**src/rtl/seg_display_feeder_if.sv**
```systemverilog
// ---------------------------------------------------------------------------
// seg_display_feeder_if
// Valid/ready write port of the seven-segment display feeder.
//   wr_valid  master -> slave  write request
//   wr_ready  slave -> master  write can be accepted this cycle
//   wr_data   master -> slave  32-bit display value, nibble i = digit i
//   wr_mask   master -> slave  byte enables, bit b covers wr_data[8b+7:8b]
// ---------------------------------------------------------------------------
interface seg_display_feeder_if;
    logic        wr_valid;
    logic        wr_ready;
    logic [31:0] wr_data;
    logic [3:0]  wr_mask;

    modport master (
        output wr_valid,
        output wr_data,
        output wr_mask,
        input  wr_ready
    );

    modport slave (
        input  wr_valid,
        input  wr_data,
        input  wr_mask,
        output wr_ready
    );
endinterface

```
**src/rtl/seg_display_feeder.sv**
```systemverilog
// ---------------------------------------------------------------------------
// seg_display_feeder
// Upstream feeder for the 8-digit hex seven-segment display path. Captures
// display values from a byte-masked valid/ready write port, enforces a
// minimum hold time between accepted writes, and drives the display value
// plus per-digit enables (static enable mask, leading-zero blanking, blink).
//
// Ports
//   clk           rising-edge system clock
//   rst           asynchronous, active-low reset
//   wr_if         slave side of the valid/ready write port
//   cfg_lz_blank  1 = blank digits above the highest nonzero nibble
//   cfg_blink     1 = blink the whole display
//   cfg_digit_en  static per-digit enable mask
//   output_data   registered display value
//   output_valid  registered per-digit enables, aligned with output_data
// ---------------------------------------------------------------------------
module seg_display_feeder #(
    parameter int unsigned      HOLD_CYCLES = 4,
    parameter int unsigned      BLINK_HALF  = 25_000_000,
    parameter logic [31:0]      RESET_VALUE = 32'h0000_0000
) (
    input  logic                 clk,
    input  logic                 rst,
    seg_display_feeder_if.slave  wr_if,
    input  logic                 cfg_lz_blank,
    input  logic                 cfg_blink,
    input  logic [7:0]           cfg_digit_en,
    output logic [31:0]          output_data,
    output logic [7:0]           output_valid
);

    localparam int HW = (HOLD_CYCLES > 1) ? $clog2(HOLD_CYCLES) : 1;
    localparam int BW = (BLINK_HALF  > 1) ? $clog2(BLINK_HALF)  : 1;
    localparam logic [HW-1:0] HOLD_LOAD  = HW'(HOLD_CYCLES - 1);
    localparam logic [BW-1:0] BLINK_LAST = BW'(BLINK_HALF - 1);

    typedef enum logic [1:0] {
        ST_INIT,
        ST_IDLE,
        ST_HOLD
    } state_t;

    state_t        r_state;
    state_t        w_state_next;
    logic [HW-1:0] r_hold_cnt;
    logic [HW-1:0] w_hold_cnt_next;
    logic [BW-1:0] r_blink_cnt;
    logic [BW-1:0] w_blink_cnt_next;
    logic          r_blink_on;
    logic          w_blink_on_next;
    logic          r_wr_ready;
    logic          w_wr_ready_next;
    logic [31:0]   r_data;
    logic [31:0]   w_data_next;
    logic [7:0]    r_valid;
    logic [7:0]    w_valid_next;

    logic          w_accept;
    logic [7:0]    w_nz;
    logic [7:0]    w_keep;

    // r_wr_ready is only ever high in IDLE, so it alone qualifies an accept.
    assign w_accept = wr_if.wr_valid && r_wr_ready;

    // Byte-masked update of the display value on the accept edge.
    for (genvar gi = 0; gi < 4; gi++) begin : g_byte
        assign w_data_next[8*gi +: 8] = (w_accept && wr_if.wr_mask[gi])
                                        ? wr_if.wr_data[8*gi +: 8]
                                        : r_data[8*gi +: 8];
    end

    // Leading-zero blanking works on the value being registered this edge,
    // so data and its enables appear together. A digit survives if it or any
    // higher digit is nonzero; digit 0 always survives so zero shows as "0".
    for (genvar gi = 0; gi < 8; gi++) begin : g_digit
        assign w_nz[gi] = |w_data_next[4*gi +: 4];
        if (gi == 0) begin : g_lsd
            assign w_keep[gi] = 1'b1;
        end else begin : g_upper
            assign w_keep[gi] = |w_nz[7:gi];
        end
    end

    always_comb begin
        w_state_next     = r_state;
        w_hold_cnt_next  = r_hold_cnt;
        w_wr_ready_next  = r_wr_ready;
        w_blink_cnt_next = r_blink_cnt;
        w_blink_on_next  = r_blink_on;
        w_valid_next     = cfg_digit_en;

        case (r_state)
            ST_INIT: begin
                w_state_next    = ST_IDLE;
                w_wr_ready_next = 1'b1;
            end
            ST_IDLE: begin
                if (w_accept) begin
                    w_state_next    = ST_HOLD;
                    w_wr_ready_next = 1'b0;
                    w_hold_cnt_next = HOLD_LOAD;
                end
            end
            ST_HOLD: begin
                // Counter loaded with HOLD_CYCLES-1 and exits when it reads 0,
                // giving exactly HOLD_CYCLES cycles of wr_ready low.
                if (r_hold_cnt == '0) begin
                    w_state_next    = ST_IDLE;
                    w_wr_ready_next = 1'b1;
                end else begin
                    w_hold_cnt_next = r_hold_cnt - 1'b1;
                end
            end
            default: begin
                w_state_next    = ST_INIT;
                w_wr_ready_next = 1'b0;
            end
        endcase

        if (!cfg_blink) begin
            w_blink_cnt_next = '0;
            w_blink_on_next  = 1'b1;
        end else if (r_blink_cnt == BLINK_LAST) begin
            w_blink_cnt_next = '0;
            w_blink_on_next  = ~r_blink_on;
        end else begin
            w_blink_cnt_next = r_blink_cnt + 1'b1;
        end

        if (cfg_lz_blank) begin
            w_valid_next = cfg_digit_en & w_keep;
        end
        // Uses the phase in effect at this edge; the toggle lands next cycle.
        if (cfg_blink && !r_blink_on) begin
            w_valid_next = 8'h00;
        end
    end

    always_ff @(posedge clk or negedge rst) begin
        if (!rst) begin
            r_state     <= ST_INIT;
            r_hold_cnt  <= '0;
            r_blink_cnt <= '0;
            r_blink_on  <= 1'b1;
            r_wr_ready  <= 1'b0;
            r_data      <= RESET_VALUE;
            r_valid     <= 8'h00;
        end else begin
            r_state     <= w_state_next;
            r_hold_cnt  <= w_hold_cnt_next;
            r_blink_cnt <= w_blink_cnt_next;
            r_blink_on  <= w_blink_on_next;
            r_wr_ready  <= w_wr_ready_next;
            r_data      <= w_data_next;
            r_valid     <= w_valid_next;
        end
    end

    assign wr_if.wr_ready = r_wr_ready;
    assign output_data    = r_data;
    assign output_valid   = r_valid;

endmodule

```
**src/flat_wrapper.sv**
```systemverilog
// flat-port wrapper written by rule: the top's interface ports become plain ports
module seg_display_feeder_flat 
#(
    parameter int unsigned      HOLD_CYCLES = 4,
    parameter int unsigned      BLINK_HALF  = 25_000_000,
    parameter logic [31:0]      RESET_VALUE = 32'h0000_0000
)
  (clk, rst, cfg_lz_blank, cfg_blink, cfg_digit_en, output_data, output_valid, wr_if_wr_valid, wr_if_wr_data, wr_if_wr_mask, wr_if_wr_ready);
  seg_display_feeder_if wr_if_i ();
  input  logic clk;
  input  logic rst;
  input  logic cfg_lz_blank;
  input  logic cfg_blink;
  input  logic [7:0] cfg_digit_en;
  output logic [31:0] output_data;
  output logic [7:0] output_valid;
  input wire logic [$bits(wr_if_i.wr_valid)-1:0] wr_if_wr_valid;
  input wire logic [$bits(wr_if_i.wr_data)-1:0] wr_if_wr_data;
  input wire logic [$bits(wr_if_i.wr_mask)-1:0] wr_if_wr_mask;
  output wire logic [$bits(wr_if_i.wr_ready)-1:0] wr_if_wr_ready;
  assign wr_if_i.wr_valid = wr_if_wr_valid;
  assign wr_if_i.wr_data = wr_if_wr_data;
  assign wr_if_i.wr_mask = wr_if_wr_mask;
  assign wr_if_wr_ready = wr_if_i.wr_ready;
  seg_display_feeder #(.HOLD_CYCLES(HOLD_CYCLES), .BLINK_HALF(BLINK_HALF), .RESET_VALUE(RESET_VALUE)) u_core (.clk(clk), .rst(rst), .wr_if(wr_if_i), .cfg_lz_blank(cfg_lz_blank), .cfg_blink(cfg_blink), .cfg_digit_en(cfg_digit_en), .output_data(output_data), .output_valid(output_valid));
endmodule
```
**config.mk**
```make
export PLATFORM = sky130hd
export DESIGN_NAME = seg_display_feeder_flat
export DESIGN_NICKNAME = d
export VERILOG_FILES = /design/src/rtl/seg_display_feeder_if.sv /design/src/rtl/seg_display_feeder.sv /design/src/flat_wrapper.sv
export SDC_FILE = /design/constraint.sdc
export NUM_CORES = 1
export LEC_CHECK = 0
export BUFFER_PORTS_ARGS = -buffer_cell sky130_fd_sc_hd__buf_2
export CORE_UTILIZATION = 50
export DETAILED_ROUTE_END_ITERATION = 10
export GPL_TIMING_DRIVEN = 0
export PLACE_DENSITY = 0.77
export SLEW_MARGIN = 0
export SYNTH_ARGS = -nofsm -noshare
export SYNTH_HDL_FRONTEND = slang
export SYNTH_SLANG_ARGS = --single-unit
```
**constraint.sdc**
```tcl
create_clock -name clk -period 2.4 [get_ports clk]
set_clock_uncertainty 0.2 [all_clocks]
set_input_delay 0.48 -clock clk [delete_from_list [all_inputs] [get_ports clk]]
set_output_delay 0.48 -clock clk [all_outputs]
set_load 0.1 [all_outputs]
```
Word level (Yosys, flattened, before mapping)

Index checks and enable logic that the tools add are counted.

Flip-flop bits (word level): 71

Add/sub/neg operators: 2
Equality and inequality tests: 7
Muxes and demuxes: 19
Bitwise logic cells: 2
Reduce and logical (&&, ||, !) cells: 19

Operators with widths:

| kind                    | count |
|---|---|
| $mux W25                | 2 |
| $mux W8                 | 6 |
| $reduce_or A28 Y1       | 1 |
| $add A25 B1 Y25 const B | 1 |
| $eq A25 B25 Y1 const B  | 1 |
| $reduce_or A24 Y1       | 1 |
| $reduce_or A20 Y1       | 1 |
| $reduce_or A16 Y1       | 1 |
| $reduce_or A12 Y1       | 1 |
| $and A8 B8 Y8           | 1 |
| $mux W2                 | 4 |
| $reduce_or A8 Y1        | 1 |
| $logic_and A1 B1 Y1     | 6 |
| $ne A2 B1 Y1 const B    | 3 |
| $pmux W2 S3             | 1 |
| $logic_not A2 Y1        | 2 |
| $mux W1                 | 4 |
| $pmux W2 S2             | 1 |
| $reduce_or A4 Y1        | 1 |
| $pmux W1 S3             | 1 |
| $reduce_and A3 Y1       | 1 |
| $eq A2 B1 Y1 const B    | 1 |
| $eq A2 B2 Y1 const B    | 1 |
| $ne A2 B2 Y1 const B    | 1 |
| other kinds (5)         | 5 |

Longest topological paths before layout

Gate-level depths: netlist (run 1).

Word-level depth: 7
Gate-level depth with buffers: 6
Gate-level depth less buffers: 5

Worst setup path before layout (run 1)

No wires, ideal clock.

Path kind: register to register
Start point: reg u_core.r_wr_ready (netlist: u_core.wr_if.wr_ready)
End point: reg u_core.r_valid[4] (netlist: u_core.output_valid[4])
Library setup time: 0.126 ns
Data arrival time: 2.234 ns
Data required time: 2.074 ns
Slack: -0.160 ns
Stages on the path, launching flop included: 6
Buffers on the path: 1
Clock period less this slack: 2.560 ns
Cell sequence: dfrtp_1 > buf_6 > nand3_1 > or4_4 > and2_4 > o311a_1

Word-level cells in the longest chain between the ends: 7

RTL lines:

| item                       | line                      | RTL |
|---|---|---|
| start, declared            | seg_display_feeder.sv:52  | `logic r_wr_ready;` |
| start signal, assigned     | seg_display_feeder.sv:154 | `r_wr_ready <= w_wr_ready_next;` |
| $logic_and A1 B1 Y1 (*)    | seg_display_feeder.sv:64  | `assign w_accept = wr_if.wr_valid && r_wr_ready;` |
| $logic_and A1 B1 Y1        | seg_display_feeder.sv:68  | `assign w_data_next[8*gi +: 8] = (w_accept && wr_if.wr_mask[gi])` |
| $mux W8                    | seg_display_feeder.sv:69  | `? wr_if.wr_data[8*gi +: 8]` |
| $reduce_or A16 Y1 (*)      | seg_display_feeder.sv:81  | `assign w_keep[gi] = \|w_nz[7:gi];` |
| $and A8 B8 Y8 (*)          | seg_display_feeder.sv:132 | `w_valid_next = cfg_digit_en & w_keep;` |
| $mux W8 (*)                | seg_display_feeder.sv:131 | `if (cfg_lz_blank) begin` |
| $mux W8 (*)                | seg_display_feeder.sv:135 | `if (cfg_blink && !r_blink_on) begin` |
| via u_core.w_valid_next[4] | seg_display_feeder.sv:57  | `logic [7:0] w_valid_next;` |
| end signal, assigned       | seg_display_feeder.sv:156 | `r_valid <= w_valid_next;` |
| end, declared              | seg_display_feeder.sv:56  | `logic [7:0] r_valid;` |

Mark *: on every way through the listed nets, which the timed path passes. The rest lies on a longest branch.
A chain may end at the register's enable or synchronous reset.

Worst setup path in the final report (run 1)

Start point: reg u_core.r_blink_cnt[0]
End point: reg u_core.r_blink_cnt[18]

Word-level cells in the longest chain between the ends: 3

RTL lines:

| item                                                     | line                                                 | RTL |
|---|---|---|
| start, declared                                          | seg_display_feeder.sv:48                             | `logic [BW-1:0] r_blink_cnt;` |
| start signal, assigned                                   | seg_display_feeder.sv:152                            | `r_blink_cnt <= w_blink_cnt_next;` |
| $add A25 B1 Y25 / $eq A25 B25 Y1 (equally long branches) | seg_display_feeder.sv:128, seg_display_feeder.sv:124 |  |
| $mux W25 (*)                                             | seg_display_feeder.sv:124                            | `end else if (r_blink_cnt == BLINK_LAST) begin` |
| $mux W25 (*)                                             | seg_display_feeder.sv:121                            | `if (!cfg_blink) begin` |
| via u_core.w_blink_cnt_next[18]                          | seg_display_feeder.sv:49                             | `logic [BW-1:0] w_blink_cnt_next;` |

Marked as above.

==> summary.txt, run 1 <==
Yosys
  • Synthesized-area fraction occupied by adder cells: 0.00773
  • Unique masters post-synth: 40
  • Compound-Gate Fraction of Synth Area: 0.0719
  • Post-Syn Nets: between 300 and 400
  • Mapped Cells: between 200 and 300
  • Avg Cell Area, Syn: 11.4 um2
  • Synth Area in Simple Gates: 0.190
  • Sequential area share after synthesis: 0.549
  • Mapped cell area: about 0.0032 mm2
  • Synth Warn #: 0
  • Mux contribution to synthesized area: 0.124
  • Synth top area share: 0.541
  • Top post-synthesis cells by area: dfrtp_1 (54%), mux2_2 (11%), nor2_1 (2.4%)
  • Largest family of logic cells by synthesized area: simple AND/OR/NAND/NOR gates
  • Post-Synth XOR/XNOR Area: 0.0325
  • Biggest area consumer among synthesized cells: dfrtp_1
  • Flops & latches, synth: 71

Detailed routing
  • Routed Antenna Nets: 0
  • Via Count: between 2,000 and 3,000
  • Initial drt markers: approximately 170
  • Total wire length: 7.04 mm
  • DR pass1 iterations: 4
  • Via/cell ratio: 5.56
  • Routed WL per cell: 15.2 um
  • Drt drc: 0

Outcome
  • Run status: complete, no violations

Pwr
  • Switching Share: 0.538
  • Pwr Total: roughly 0.006 W
  • Static leakage: 1.86 nW
  • Internal power: around 0.0028 W
  • PD cells: 1490 mW/mm2
  • Clk pwr share: 0.196
  • Peak VDD IR: roughly 1.8 mV
  • Comb power frac: 0.514
  • Reg power frac: 0.290
  • Sw power: approximately 0.0032 W

STA
  • Count of pins over their slew limit: 0
  • Final setup vio count: 0
  • Worst Tran Pin Value: roughly 0.87 ns
  • Fin crit share: 0.945
  • Final WS setup: approximately 0.13 ns
  • Fmax: around 0.44 GHz
  • Max-slew headroom: 0.420
  • Minimum clock period: approximately 2.3 ns
  • Hold WS: between 0.04 and 0.05 ns
  • RSZ-0062 raised after global routing: no
  • Hold Vio Cnt, Final: 0

Clock network
  • H-tree levels: 3
  • Clock Path Buffers: 2
  • CTS Sinks: 71
  • Clock Latency Late Sink: 0.35 ns
  • Hold buffers post-CTS: 0
  • CTS root buf: clkbuf_8
  • Clock-pin transition on the worst setup and hold timing paths: around 0.08 ns
  • CTS buffer count: 9
  • CTS tree: yes

Setup path
  • Setup Crit Path Kind: reg2reg
  • CP Launch Type: flip-flop
  • Required @ worst endpoint: around 2.5 ns
  • Critical Path Sink Type: flip-flop
  • Critical path peak fanout: 9
  • CP arrival: 2.34 ns

GRT
  • Busiest grt layer: met2
  • Grt met1 use: 0.301
  • Met3 GRT Util: 0.0495
  • Vias in the first global route: between 2,000 and 2,500
  • Largest net degree at the start of global routing: between 70 and 80
  • Met2 Resource Use GR: 0.322
  • Total Routing Usage GR: 0.219
  • Total gr overflow: 0
  • First-pass GRT wire length: approximately 11 mm
  • Initial antenna violation count: 1

Placed design
  • Final HPWL DP: between 5 and 6 mm
  • Placed Cells: roughly 450
  • Port bufs: 88
  • Post-placement setup slack: -0.0541 ns
  • GPL Wtd Cong: 0.814
  • Post-DP Area: between 0.003 and 0.004 mm2

Final layout
  • Share of post-route cells with drive strength above 1: 0.399
  • Area growth, synth to finish: 25.0%
  • Nets: roughly 430
  • Design area: between 0.004 and 0.005 mm2
  • # fillers: 500
  • Commonest non-fill, non-tap cell in the layout: buf_2
  • Layout Cells excl Fill: 464
  • Most frequent cells in the layout: buf_2 (87), dfrtp_1 (68), mux2_2 (32)

Floorplanning
  • Core area: 0.00610 mm2
  • Die Ht: around 82 um
  • Initial Util: 0.531
  • Num ports: 90
  • Number of cell rows: 28
  • Die Span X: a little over 80 um
  • Die area: a little under 0.007 mm2

Min path
  • Worst Hold Class: in2async

Flow run
  • Max Cap Viol: 0
-- routing by layer --
layer | wire length, um | up-vias
met2 | 3370 | 78
met3 | 414 | 12
li1 | - | 1246
met1 | 3130 | 1246
met5 | 0 | -
met4 | 125 | 0
-- path summary, 6_finish.rpt --
path	cells past startpoint	startpoint	to	slack (ns)
setup / recovery	6	u_core.r_blink_cnt[0]$_DFF_PN0_	u_core.r_blink_cnt[18]$_DFF_PN0_	0.13
hold / removal	1	rst	u_core.output_data[27]$_DFF_PN0_	0.04
setup reg to reg	6	u_core.r_blink_cnt[0]$_DFF_PN0_	u_core.r_blink_cnt[18]$_DFF_PN0_	0.13
hold reg to reg	1	u_core.r_blink_cnt[0]$_DFF_PN0_	u_core.r_blink_cnt[0]$_DFF_PN0_	0.28
max in group asynchronous	1	rst	u_core.wr_if.wr_ready$_DFFE_PN0P_	1.34
min in group clk	2	cfg_blink	u_core.r_blink_on$_DFFE_PN1P_	0.14
-- repair_timing --
item / 4_1_cts / 5_1_grt
setup buffers: 0 / 1
hold endpoints to repair: 0 / 0
endpoints found under the setup margin: 0 / 3
resized for setup: 0 / 3
-- kinds of logic (layout without fill, tap and decap cells) --
group           count (synthesis)  after routing
compound gates                 39             39
xor+xnor                       12             12
fa+ha+maj                       2              2
buf+inv                        13            118
flops                          71             71
mux                            36             36
other cells                     0              1
simple gates                  110            110
-- sequential cells by signal (all words and copies together), names as in the netlist --
signal                 flops
u_core.output_valid        8
u_core.r_hold_cnt          2
u_core.r_blink_on          1
u_core.r_blink_cnt        25
u_core.r_state             2
u_core.output_data        32
u_core.wr_if.wr_ready      1
-- metrics by stage --
| step | TNS, ns | util |
|---|---|---|
| detailed placement | -0.0998 | 0.619 |
| floorplan | 0 | - |
| global placement | -0.0749 | 0.619 |
| finish | 0 | 0.664 |
| CTS | 0 | 0.661 |
| global route | 0 | 0.664 |
-- synthesized netlist by cell type --
master and number:
dfrtp_1 70, mux2_2 32, nor2_1 21, nand2_1 16, a21oi_1 15, o21ai_0 14
or3_1 12, nand3_1 11, nor4_1 11, nand4_1 8, or4_1 7, xnor2_1 7
nor3_1 6, inv_1 5, xor2_1 5, and3_1 4, mux2i_1 4, nand2b_1 4
buf_6 3, and4_1 2, buf_4 2, clkbuf_1 2, ha_1 2, nand3_2 2
o221ai_1 2, or4_4 2, a211oi_1 1, a21o_1 1, a22oi_1 1, a31oi_1 1
and2_1 1, and2_4 1, and3_2 1, clkbuf_2 1, dfstp_2 1, o21ai_4 1
o21bai_1 1, o311a_1 1, o31ai_1 1, or4b_4 1
-- worst max-delay path, cell delays in order, from the launching register on --
cell and delay, ns:
dfrtp_1 0.39, ha_1 0.25, nand4_1 0.16, or4_1 0.49
clkbuf_2 0.19, or3_1 0.36, a21oi_1 0.16
-- power by group through the flow --
stage	clock network (W)	registers, W	logic (W)
after CTS	0.00121	0.00174	0.00311
after detailed placement	0	0.00176	0.00311
after global placement	0	0.00175	0.00307
final	0.00118	0.00175	0.00309
after global routing	0.00125	0.00180	0.00321
after floorplan	0	0.00387	0.000463
-- layout make-up --
type | instances | area [um2] | area share
Sequential cell | 71 | 1780 | 0.440
Multi-Input combinational cell | 199 | 1380 | 0.342
Timing Repair Buffer | 89 | 450 | 0.111
Clock buffer | 10 | 138 | 0.0340
Clock inverter | 6 | 116 | 0.0287
Tap cell | 75 | 93.8 | 0.0232
Buffer | 8 | 65.1 | 0.0161
Inverter | 5 | 18.8 | 0.00464
Antenna cell | 1 | 2.50 | 0.000618
Note: power is estimated with default switching activity, not from simulation.
==> run 2: changes to the inputs <==
- CORE_UTILIZATION: 50 -> 51
- HOLD_SLACK_MARGIN: default -> 0.12
- MAX_ROUTING_LAYER: default -> met4
- PLACE_DENSITY: 0.77 -> 0.78
==> run 2 against run 1 <==
Flip-flop and latch count stayed put. Power is 2.1% lower. Non-clock buffer count increased by 2. Sequential power about the same. Count of clock-buffer cells in the layout stayed put. Via count decreased by 0.50%. Die area is 1.9% lower. Sequential share of layout area grew 0.23 points. Final area down 0.59%. Register-to-register slack got worse by 0.05 ns. Critical path depth down 1. Global-route usage is 2.0 points higher.
==> summary.txt, run 2 (synthesis results as in run 1) <==
Outcome
  • Run status: complete, no violations

Floorplanning
  • Number of cell rows: 28 (unchanged)
  • Initial Util: 0.537 (+0.00618)
  • Num ports: 90 (unchanged)
  • Die Ht: 81.7 um (-0.96%)
  • Core area: 0.00603 mm2 (-1.1%)
  • Die Span X: 81.7 um (-0.96%)
  • Die area: 0.00667 mm2 (-1.9%)

Setup path
  • Critical path peak fanout: 10 (+1)
  • CP arrival: 2.34 ns (about the same)
  • Critical Path Sink Type: flip-flop
  • CP Launch Type: flip-flop
  • Setup Crit Path Kind: reg2reg
  • Required @ worst endpoint: 2.42 ns (-0.05 ns)

STA
  • Count of pins over their slew limit: 0 (unchanged)
  • Hold Vio Cnt, Final: 0 (unchanged)
  • RSZ-0062 raised after global routing: no
  • Max-slew headroom: 0.410 (-0.00988)
  • Fin crit share: 0.967 (+0.0221)
  • Minimum clock period: 2.32 ns (+0.0530 ns)
  • Setup TNS: 0 ns (unchanged)
  • Worst Tran Pin Value: 0.884 ns (+0.0148 ns)
  • Fmax: 0.431 GHz (-2.3%)
  • Final setup vio count: 0 (unchanged)
  • Final WS setup: 0.0784 ns (-0.0530 ns)

Final layout
  • Area growth, synth to finish: 24.3%
  • Core Util, Final: 0.668 (+0.00378)
  • Commonest non-fill, non-tap cell in the layout: buf_2
  • # diodes: 0 (-1)
  • Most frequent cells in the layout: buf_2 (87), dfrtp_1 (69), mux2_2 (32)
  • Share of post-route cells with drive strength above 1: 0.396 (-0.00360)
  • Nets: 436 (+0.46%)
  • Number of flip-flops in the largest register: 32 (unchanged)

Pwr
  • Sw power: 0.00323 W (-0.31%)
  • Switching Share: 0.548 (+0.00988)
  • Peak VDD IR: 1.44 mV (-19%)
  • Pwr Total: 0.00590 W (-2.1%)
  • Internal power: 0.00267 W (-4.2%)
  • PD cells: 1470 mW/mm2 (-1.5%)
  • Static leakage: 1.84 nW (-0.92%)
  • Clk pwr share: 0.179 (-0.017)
  • Reg power frac: 0.296 (+0.006)
  • Comb power frac: 0.525 (+0.011)

Detailed routing
  • Routed WL per cell: 15.4 um (+1.6%)
  • Via Count: 2,569 (-0.50%)
  • Routed Antenna Nets: 0 (unchanged)
  • Initial drt markers: 229 (+32%)
  • Total wire length: 7.16 mm (+1.6%)
  • Via/cell ratio: 5.54 (-0.50%)
  • DR pass1 iterations: 4 (unchanged)
  • Drt drc: 0 (unchanged)

Clock network
  • Clock Path Buffers: 2 (unchanged)
  • Clock Latency Late Sink: 0.34 ns (about the same)
  • CTS tree: yes
  • H-tree levels: 3 (unchanged)
  • Clock-pin transition on the worst setup and hold timing paths: 0.07 ns (about the same)
  • CTS root buf: clkbuf_8
  • CTS buffer count: 9 (unchanged)
  • CTS Sinks: 71 (unchanged)

Flow run
  • Max Cap Viol: 0 (unchanged)

Placed design
  • GPL Wtd Cong: 0.829 (+1.9%)
  • Final HPWL DP: 5.16 mm (+1.7%)
  • Port bufs: 88 (unchanged)
  • Post-placement setup slack: -0.0571 ns (-0.00298 ns)

GRT
  • Largest net degree at the start of global routing: 72 (unchanged)
  • Total Routing Usage GR: 0.239 (+0.0200)
  • First-pass GRT wire length: 11.4 mm (+4.1%)
  • Initial antenna violation count: 0 (-1)
  • Vias in the first global route: 2,495 (+4.2%)
  • Total gr overflow: 0 (unchanged)

Min path
  • Worst Hold Class: in2reg
[run 2: power groups by stage]
stage          Combinational [W]  Sequential (W)  Clock, W
2_1_floorplan           0.000463         0.00387         0
3_3_place_gp             0.00307         0.00175         0
3_5_place_dp             0.00310         0.00176         0
4_1_cts                  0.00310         0.00175   0.00108
5_1_grt                  0.00319         0.00179   0.00113
6_report                 0.00310         0.00175   0.00105
[run 2: area by class of cell]
| type | count | area, um2 |
|---|---|---|
| fill | 465 | 2000 |
| timing repair buffer | 91 | 468 |
| inverter | 5 | 18.8 |
| sequential | 71 | 1780 |
| clock buffer | 10 | 138 |
| tap | 75 | 93.8 |
| clock inverter | 5 | 82.6 |
| buffer | 8 | 61.3 |
| multi-input combinational | 199 | 1380 |
[run 2: metrics by stage]
| step | hold WS [ns] | cell area [um2] | cells |
|---|---|---|---|
| after floorplan | -0.0156 | 3240 | 283 |
| after global routing | 0.126 | 4030 | 464 |
| after CTS | 0.126 | 4010 | 462 |
| after detailed placement | 0.281 | 3780 | 446 |
| final | 0.134 | 4030 | 464 |
| after global placement | 0.270 | 3770 | 446 |
[run 2: metal layers]
metal | vias up | global-route usage | routed length [um]
met2 | 67 | 0.358 | 3530
li1 | 1244 | - | -
met4 | 0 | 0.0965 | 132
met1 | 1249 | 0.316 | 3180
met5 | - | - | 0
met3 | 9 | 0.0522 | 313
[run 2: what timing repair did]
item / 4_1_cts / 5_1_grt
resized for setup: 0 / 1
buffers inserted: 0 / 2
hold buffers: 1 / 0
endpoints found under the hold margin: 70 / 0
endpoints found under the setup margin: 0 / 20
[run 2: worst max-delay path: stages (launching register included)]
cell     delay [ns]
dfrtp_1        0.47
or4_1          0.53
or4_4          0.46
o21ai_4        0.25
buf_4          0.23
a21oi_1        0.06
[run 2: final timing paths]
path / endpoint / depth (start not counted) / slack (ns) / start
max in group asynchronous: u_core.wr_if.wr_ready$_DFFE_PN0P_ / 2 / 0.78 / rst
max reg2reg: u_core.r_blink_cnt[18]$_DFF_PN0_ / 5 / 0.08 / u_core.r_blink_cnt[15]$_DFF_PN0_
min: u_core.r_blink_on$_DFFE_PN1P_ / 2 / 0.13 / cfg_blink
min in group asynchronous: u_core.output_data[24]$_DFF_PN0_ / 2 / 0.59 / rst
min reg2reg: u_core.r_blink_cnt[0]$_DFF_PN0_ / 1 / 0.28 / u_core.r_blink_cnt[0]$_DFF_PN0_
max: u_core.r_blink_cnt[18]$_DFF_PN0_ / 5 / 0.08 / u_core.r_blink_cnt[15]$_DFF_PN0_
